## src/rtl/pi_pkg.sv

```systemverilog
// Shared widths and the channel-index width helper for the multi-channel PI pipeline.
package pi_pkg;

    localparam int DEF_CHANNELS     = 4;
    localparam int DEF_INPUT_WIDTH  = 18;
    localparam int DEF_OUTPUT_WIDTH = 32;

    // A single channel still needs a one-bit select port.
    function automatic int cw_of(input int channels);
        return (channels <= 1) ? 1 : $clog2(channels);
    endfunction

endpackage

```

## src/rtl/pi_sat.sv

```systemverilog
// Signed clamp of value_i into [min_i, max_i]; sat_o flags that the value was limited.
module pi_sat #(
    parameter int WIDTH = 32
) (
    input  logic signed [WIDTH-1:0] value_i,
    input  logic signed [WIDTH-1:0] min_i,
    input  logic signed [WIDTH-1:0] max_i,
    output logic signed [WIDTH-1:0] value_o,
    output logic                    sat_o
);

    always_comb begin
        // NOTE: defaults first so every path assigns both outputs and no latch is inferred.
        value_o = value_i;
        sat_o   = 1'b0;
        if (value_i > max_i) begin
            value_o = max_i;
            sat_o   = 1'b1;
        end else if (value_i < min_i) begin
            value_o = min_i;
            sat_o   = 1'b1;
        end
    end

endmodule

```

## src/rtl/pi_mc_pipeline.sv

```systemverilog
// Four-stage multi-channel PI controller: error, clamped integral update, gain products,
// shifted and clamped result. One sample per cycle, per-channel state in register arrays.
module pi_mc_pipeline
    import pi_pkg::*;
#(
    parameter int  CHANNELS     = DEF_CHANNELS,
    parameter int  INPUT_WIDTH  = DEF_INPUT_WIDTH,
    parameter int  OUTPUT_WIDTH = DEF_OUTPUT_WIDTH,
    parameter int  SHIFT        = 0,
    localparam int CW           = cw_of(CHANNELS)
) (
    input  logic                           clk,
    input  logic                           rst_n,
    input  logic                           in_valid,
    input  logic [CW-1:0]                  in_channel,
    input  logic signed [INPUT_WIDTH-1:0]  setpoint,
    input  logic signed [INPUT_WIDTH-1:0]  actual,
    input  logic                           cfg_we,
    input  logic [CW-1:0]                  cfg_channel,
    input  logic signed [INPUT_WIDTH-1:0]  cfg_kp,
    input  logic signed [INPUT_WIDTH-1:0]  cfg_ki,
    input  logic                           clr_valid,
    input  logic [CW-1:0]                  clr_channel,
    input  logic [OUTPUT_WIDTH-1:0]        int_limit,
    input  logic signed [OUTPUT_WIDTH-1:0] out_min,
    input  logic signed [OUTPUT_WIDTH-1:0] out_max,
    output logic                           out_valid,
    output logic [CW-1:0]                  out_channel,
    output logic signed [OUTPUT_WIDTH-1:0] out_result,
    output logic signed [OUTPUT_WIDTH-1:0] out_integral,
    output logic                           out_saturated
);

    localparam int IW  = INPUT_WIDTH;
    localparam int OW  = OUTPUT_WIDTH;
    localparam int OW1 = OW + 1;
    localparam int PW  = OW + IW;
    localparam int SW  = PW + 1;
    localparam logic [31:0] CH_LIMIT = 32'(CHANNELS);

    logic signed [OW-1:0] integ_q [CHANNELS];
    logic signed [IW-1:0] kp_q    [CHANNELS];
    logic signed [IW-1:0] ki_q    [CHANNELS];

    // S0: range check and error
    logic                 s0_accept;
    logic signed [OW-1:0] s0_err_d;
    logic                 s0_valid_q;
    logic [CW-1:0]        s0_ch_q;
    logic signed [OW-1:0] s0_err_q;

    assign s0_accept = in_valid && (32'(in_channel) < CH_LIMIT);
    assign s0_err_d  = OW'(actual) - OW'(setpoint);

    always_ff @(posedge clk or negedge rst_n) begin
        // NOTE: non-blocking assignments so every stage samples the previous stage's old value.
        if (!rst_n) begin
            s0_valid_q <= 1'b0;
            s0_ch_q    <= '0;
            s0_err_q   <= '0;
        end else begin
            s0_valid_q <= s0_accept;
            if (s0_accept) begin
                s0_ch_q  <= in_channel;
                s0_err_q <= s0_err_d;
            end
        end
    end

    // S1: read-modify-write of the integral, clamped symmetrically to int_limit
    logic signed [OW1-1:0] s1_sum;
    logic signed [OW1-1:0] s1_lim_hi;
    logic signed [OW1-1:0] s1_lim_lo;
    logic signed [OW1-1:0] s1_clamped;
    logic                  s1_clamp_flag;
    logic signed [OW-1:0]  s1_int_d;
    logic                  s1_valid_q;
    logic [CW-1:0]         s1_ch_q;
    logic signed [OW-1:0]  s1_err_q;
    logic signed [OW-1:0]  s1_int_q;

    assign s1_sum    = OW1'(integ_q[s0_ch_q]) + OW1'(s0_err_q);
    assign s1_lim_hi = $signed({1'b0, int_limit});
    assign s1_lim_lo = -s1_lim_hi;
    assign s1_int_d  = s1_clamped[OW-1:0];

    pi_sat #(.WIDTH(OW1)) u_sat_int (
        .value_i (s1_sum),
        .min_i   (s1_lim_lo),
        .max_i   (s1_lim_hi),
        .value_o (s1_clamped),
        .sat_o   (s1_clamp_flag)
    );

    always_ff @(posedge clk or negedge rst_n) begin
        // NOTE: the per-channel arrays are small register files, so they take the async reset too.
        if (!rst_n) begin
            for (int i = 0; i < CHANNELS; i++) begin
                integ_q[i] <= '0;
                kp_q[i]    <= '0;
                ki_q[i]    <= '0;
            end
        end else begin
            for (int i = 0; i < CHANNELS; i++) begin
                // A coincident clear beats the S1 write-back; the in-flight sample keeps its value.
                if (clr_valid && clr_channel == CW'(i)) begin
                    integ_q[i] <= '0;
                end else if (s0_valid_q && s0_ch_q == CW'(i)) begin
                    integ_q[i] <= s1_int_d;
                end
                if (cfg_we && cfg_channel == CW'(i)) begin
                    kp_q[i] <= cfg_kp;
                    ki_q[i] <= cfg_ki;
                end
            end
        end
    end

    always_ff @(posedge clk or negedge rst_n) begin
        if (!rst_n) begin
            s1_valid_q <= 1'b0;
            s1_ch_q    <= '0;
            s1_err_q   <= '0;
            s1_int_q   <= '0;
        end else begin
            s1_valid_q <= s0_valid_q;
            if (s0_valid_q) begin
                s1_ch_q  <= s0_ch_q;
                s1_err_q <= s0_err_q;
                s1_int_q <= s1_int_d;
            end
        end
    end

    // S2: full-precision products with the gains current in this cycle
    logic signed [PW-1:0] s2_p_d;
    logic signed [PW-1:0] s2_i_d;
    logic                 s2_valid_q;
    logic [CW-1:0]        s2_ch_q;
    logic signed [PW-1:0] s2_p_q;
    logic signed [PW-1:0] s2_i_q;
    logic signed [OW-1:0] s2_int_q;

    assign s2_p_d = PW'(s1_err_q) * PW'(kp_q[s1_ch_q]);
    assign s2_i_d = PW'(s1_int_q) * PW'(ki_q[s1_ch_q]);

    always_ff @(posedge clk or negedge rst_n) begin
        if (!rst_n) begin
            s2_valid_q <= 1'b0;
            s2_ch_q    <= '0;
            s2_p_q     <= '0;
            s2_i_q     <= '0;
            s2_int_q   <= '0;
        end else begin
            s2_valid_q <= s1_valid_q;
            if (s1_valid_q) begin
                s2_ch_q  <= s1_ch_q;
                s2_p_q   <= s2_p_d;
                s2_i_q   <= s2_i_d;
                s2_int_q <= s1_int_q;
            end
        end
    end

    // S3: scale, clamp to the output window, register outputs
    logic signed [SW-1:0] s3_sum;
    logic signed [SW-1:0] s3_shifted;
    logic signed [SW-1:0] s3_clamped;
    logic                 s3_sat;

    assign s3_sum     = SW'(s2_p_q) + SW'(s2_i_q);
    assign s3_shifted = s3_sum >>> SHIFT;

    pi_sat #(.WIDTH(SW)) u_sat_out (
        .value_i (s3_shifted),
        .min_i   (SW'(out_min)),
        .max_i   (SW'(out_max)),
        .value_o (s3_clamped),
        .sat_o   (s3_sat)
    );

    always_ff @(posedge clk or negedge rst_n) begin
        if (!rst_n) begin
            out_valid     <= 1'b0;
            out_channel   <= '0;
            out_result    <= '0;
            out_integral  <= '0;
            out_saturated <= 1'b0;
        end else begin
            out_valid <= s2_valid_q;
            if (s2_valid_q) begin
                out_channel   <= s2_ch_q;
                out_result    <= s3_clamped[OW-1:0];
                out_integral  <= s2_int_q;
                out_saturated <= s3_sat;
            end
        end
    end

    // The clamps bound these bits to pure sign extension, so they carry no information.
    logic unused_ok;
    assign unused_ok = ^{s1_clamp_flag, s1_clamped[OW], s3_clamped[SW-1:OW]};

endmodule

```

## config.mk

```make
export PLATFORM = sky130hd
export DESIGN_NAME = pi_mc_pipeline
export DESIGN_NICKNAME = d
export VERILOG_FILES = /design/src/rtl/pi_pkg.sv /design/src/rtl/pi_sat.sv /design/src/rtl/pi_mc_pipeline.sv
export SDC_FILE = /design/constraint.sdc
export NUM_CORES = 2
export LEC_CHECK = 0
export CORE_AREA = 2 2 381 383
export CTS_CLUSTER_SIZE = 28
export DETAILED_ROUTE_END_ITERATION = 8
export DIE_AREA = 0 0 383 385
export DONT_BUFFER_PORTS = 1
export PLACE_DENSITY = 0.6
export SETUP_SLACK_MARGIN = 0.4
export SLEW_MARGIN = 40
export SYNTH_ARGS = -nofsm -noshare
export SYNTH_HDL_FRONTEND = slang
export SYNTH_SLANG_ARGS = --single-unit
```

## constraint.sdc

```tcl
create_clock -name clk -period 12.74 [get_ports clk]
set_input_delay 2.548 -clock clk [delete_from_list [all_inputs] [get_ports clk]]
set_output_delay 2.548 -clock clk [all_outputs]
set_load 0.02 [all_outputs]
```

==> qor.csv <==
stage,metric,value,unit
timing,rsz0062_at_grt,no,
clock_tree,cts_buffers,68,
logic_synthesis,synth_top_family_by_area,adder cells,
logic_synthesis,syn_nets,8150,
clock_tree,clk_latency,0.69,ns
logic_synthesis,synth-edff-count,0,
clock_tree,cts_hold_buf,0,
logic_synthesis,ys_async_sr_fraction,1.00,
placement,pre_cts_ws,3.79,ns
detailed_routing,first_pass_iters,6,
timing,worst_slack,3.79,ns
placement,placed_cells,8231,
timing,fin_setup_tns,0,ns
clock_tree,cts_tree,done,
placement,gp_congestion,0.907,
logic_synthesis,yosys.area_share.adder,0.376,
logic_synthesis,synth.area.top_cells,"fa_1 28%, dfrtp_1 21%, ha_1 9.4%, inv_1 6.8%, mux2_2 5.6%",
layout,fin_area,68400,um2
logic_synthesis,yosys_most_used_dff,dfrtp_1,
run,max_cap_viol_count,0,
logic_synthesis,yosysTopAreaCell,fa_1,
timing,period_minus_slack,8.95,ns
critical_path,arrival,9.49,ns
detailed_routing,wl_met2,83800,um
timing,max_slew_margin,0.454,
layout,stdcell_count,8359,
clock_tree,clock_sinks,538,
layout,finalNetCount,7965,
floorplan,die_y,385,um
timing,tightest_slew,0.820,ns
global_routing,grt_pass1_wl,283000,um
global_routing,grt_overflow,0,
critical_path,critPathRequiredTime,13.28,ns
layout,fillers,13400,
logic_synthesis,synth_compound_area_frac,0.0905,
timing,max_freq,112,MHz
placement,port_buffers,0,
critical_path,worst_setup_path_start_kind,flip-flop,
clock_tree,cts_resized,0,
detailed_routing,highest_layer,met4,
floorplan,die_x,383,um
global_routing,grt_pass1_vias,49100,
timing,hold_viol,0,
timing,slew_violations,0,
clock_tree,clk_pin_slew,0.06,ns
floorplan,row_count,139,
floorplan,core,143000,um2
detailed_routing,routed-wl-met3,11200,um
detailed_routing,routed_wl,177000,um
detailed_routing,vias_per_cell,5.51,
detailed_routing,route.layer.met1.wl,77800,um
global_routing,track_usage,0.246,
placement,dp_hpwl,136000,um
critical_path,crit_path_end_kind,flip-flop,
logic_synthesis,synth_xor_area_frac,0.0253,
critical_path,crit_fanout,32,
logic_synthesis,synth-seq-cells,538,
clock_tree,cts_root_buf,clkbuf_16,
timing,period_share,0.703,
floorplan,ios,247,
logic_synthesis,syn-instance-count,6588,
detailed_routing,vias,46000,
run_status,status,"complete, no violations",
floorplan,die_area,147000,um2
logic_synthesis,ys_warn_count,0,
timing,setup_violations,0,
detailed_routing,wl_per_cell,21.1,um
detailed_routing,ant_nets,0,
logic_synthesis,synth.distinct_cells,80,
logic_synthesis,synth_simple_gate_area_frac,0.124,
logic_synthesis,synth_top_area_share,0.282,
clock_tree,postCtsSetupBuffers,0,
placement,place_area,65800,um2
logic_synthesis,syn_area_per_cell,9.73,um2
layout,synthToLayoutAreaGrowth,6.70,%
detailed_routing,initialDrtViolationCount,2929,
clock_tree,htreeDepth,3,
logic_synthesis,yosys-mux-area-fraction,0.0878,
critical_path,crit_type,reg2reg,
layout,seq_area,13500,um2
layout,drive_gt1_frac,0.0970,
timing,fin_worst_skew,0.0399,ns
detailed_routing,drcViolationCount,0,
floorplan,initial_core_util,0.448,
min_path,hold_path_class,reg2reg,
clock_tree,clockBufferDepth,3,
global_routing,grt_max_degree,539,
logic_synthesis,syn_area,64100,um2
layout,multi_input_area,45200,um2
global_routing,antenna_found_initial,2,
logic_synthesis,synth_seq_area_share,0.210,
cells by family (layout without fill, tap and decap cells):
kind of cell	after synthesis	count (layout)
mux	440	440
other cells	0	1
compound gates	895	895
fa+ha+maj	1383	1383
xor+xnor	185	185
buf+inv	1476	1343
simple gates	1671	1671
flops	538	538
synthesized netlist by cell type (9+ instances only):
master    instances
a211oi_1         31
a21boi_0         12
a21o_1          107
a21oi_1         192
a22o_1           34
a31oi_1          32
and2_1          347
and3_1           33
and4_1           10
buf_1            37
buf_2             9
clkbuf_1        263
dfrtp_1         538
fa_1            901
ha_1            482
inv_1          1165
mux2_2          317
mux2i_1          57
mux4_2           66
nand2_1         812
nand2b_1         31
nand3_1          63
nand3b_1          9
nand4_1          42
nor2_1          182
nor2b_1          32
nor3_1           40
nor4_1           12
o211ai_1         31
o21a_1           30
o21ai_0         243
o21bai_1         24
o221ai_1         24
o31ai_1          13
o41ai_1          11
or2_2            10
or3_1            23
xnor2_1         154
xor2_1           31
state kept, by name, summed over array words and instances, names as in the netlist, 19 cells and up:
| name | cells |
|---|---|
| integ_q | 128 |
| s2_i_q | 50 |
| s1_err_q | 19 |
| s0_err_q | 19 |
| out_result | 32 |
| kp_q | 72 |
| s2_p_q | 37 |
| s1_int_q | 32 |
| out_integral | 32 |
| s2_int_q | 32 |
| ki_q | 72 |
per-stage QoR:
step / hold slack [ns] / util
floorplan: 0.352 / -
global placement: 0.456 / 0.459
detailed placement: 0.466 / 0.460
CTS: 0.479 / 0.477
global route: 0.501 / 0.478
finish: 0.475 / 0.478
cell usage in the layout (no fill, tap or decap), drive strengths merged, types with 154 or more instances in the layout:
cell	n
nand2	812
mux2	317
xnor2	154
a21oi	193
ha	482
fa	901
dfrtp	538
o21ai	250
and2	348
nor2	183
inv	1171
area by class of cell:
cell class,instances,area share
Multi-Input combinational cell,4574,0.661
Sequential cell,538,0.198
Inverter,1166,0.0640
Tap cell,1903,0.0348
Clock buffer,91,0.0281
Timing Repair Buffer,55,0.00776
Clock inverter,31,0.00697
Antenna cell,1,0.0000366
worst max-delay path, stage by stage, from the launching register on:
cell and delay [ns]:
dfrtp_2 0.84, buf_4 0.49, mux4_2 0.89, and2_1 0.31
fa_1 0.54, inv_1 0.05, fa_1 0.46, fa_1 0.54
inv_1 0.07, fa_1 0.46, fa_1 0.54, inv_1 0.06
fa_1 0.48, inv_1 0.05, ha_1 0.36, and2_1 0.20
a311o_1 0.38, a2111oi_0 0.48, o21bai_1 0.14, a21o_1 0.24
a21oi_1 0.14, o21ai_0 0.23, a31oi_1 0.46, xnor2_1 0.11
mux2_2 0.27
routing by layer:
layer	vias up	global-route usage
met3	180	0.0416
met2	1227	0.412
met1	23800	0.334
li1	20800	-
met4	0	0.0597
met5	-	0
path summary, 6_finish.rpt:
kind | from | to | slack, ns | cells after the start
worst max-delay path | s1_ch_q[0] | s2_i_q[44] | 3.79 | 24
worst min-delay path | integ_q[32] | integ_q[32] | 0.47 | 2
worst min register to register | integ_q[32] | integ_q[32] | 0.47 | 2
max in group asynchronous | rst_n | s2_i_q[48] | 9.16 | 3
worst max register to register | s1_ch_q[0] | s2_i_q[44] | 3.79 | 24
min in group asynchronous | rst_n | s0_ch_q[1] | 1.57 | 0
Power is left out: the tool's default activity adds up to more than one toggle a clock period on the data nets, which glitch-free logic cannot reach.
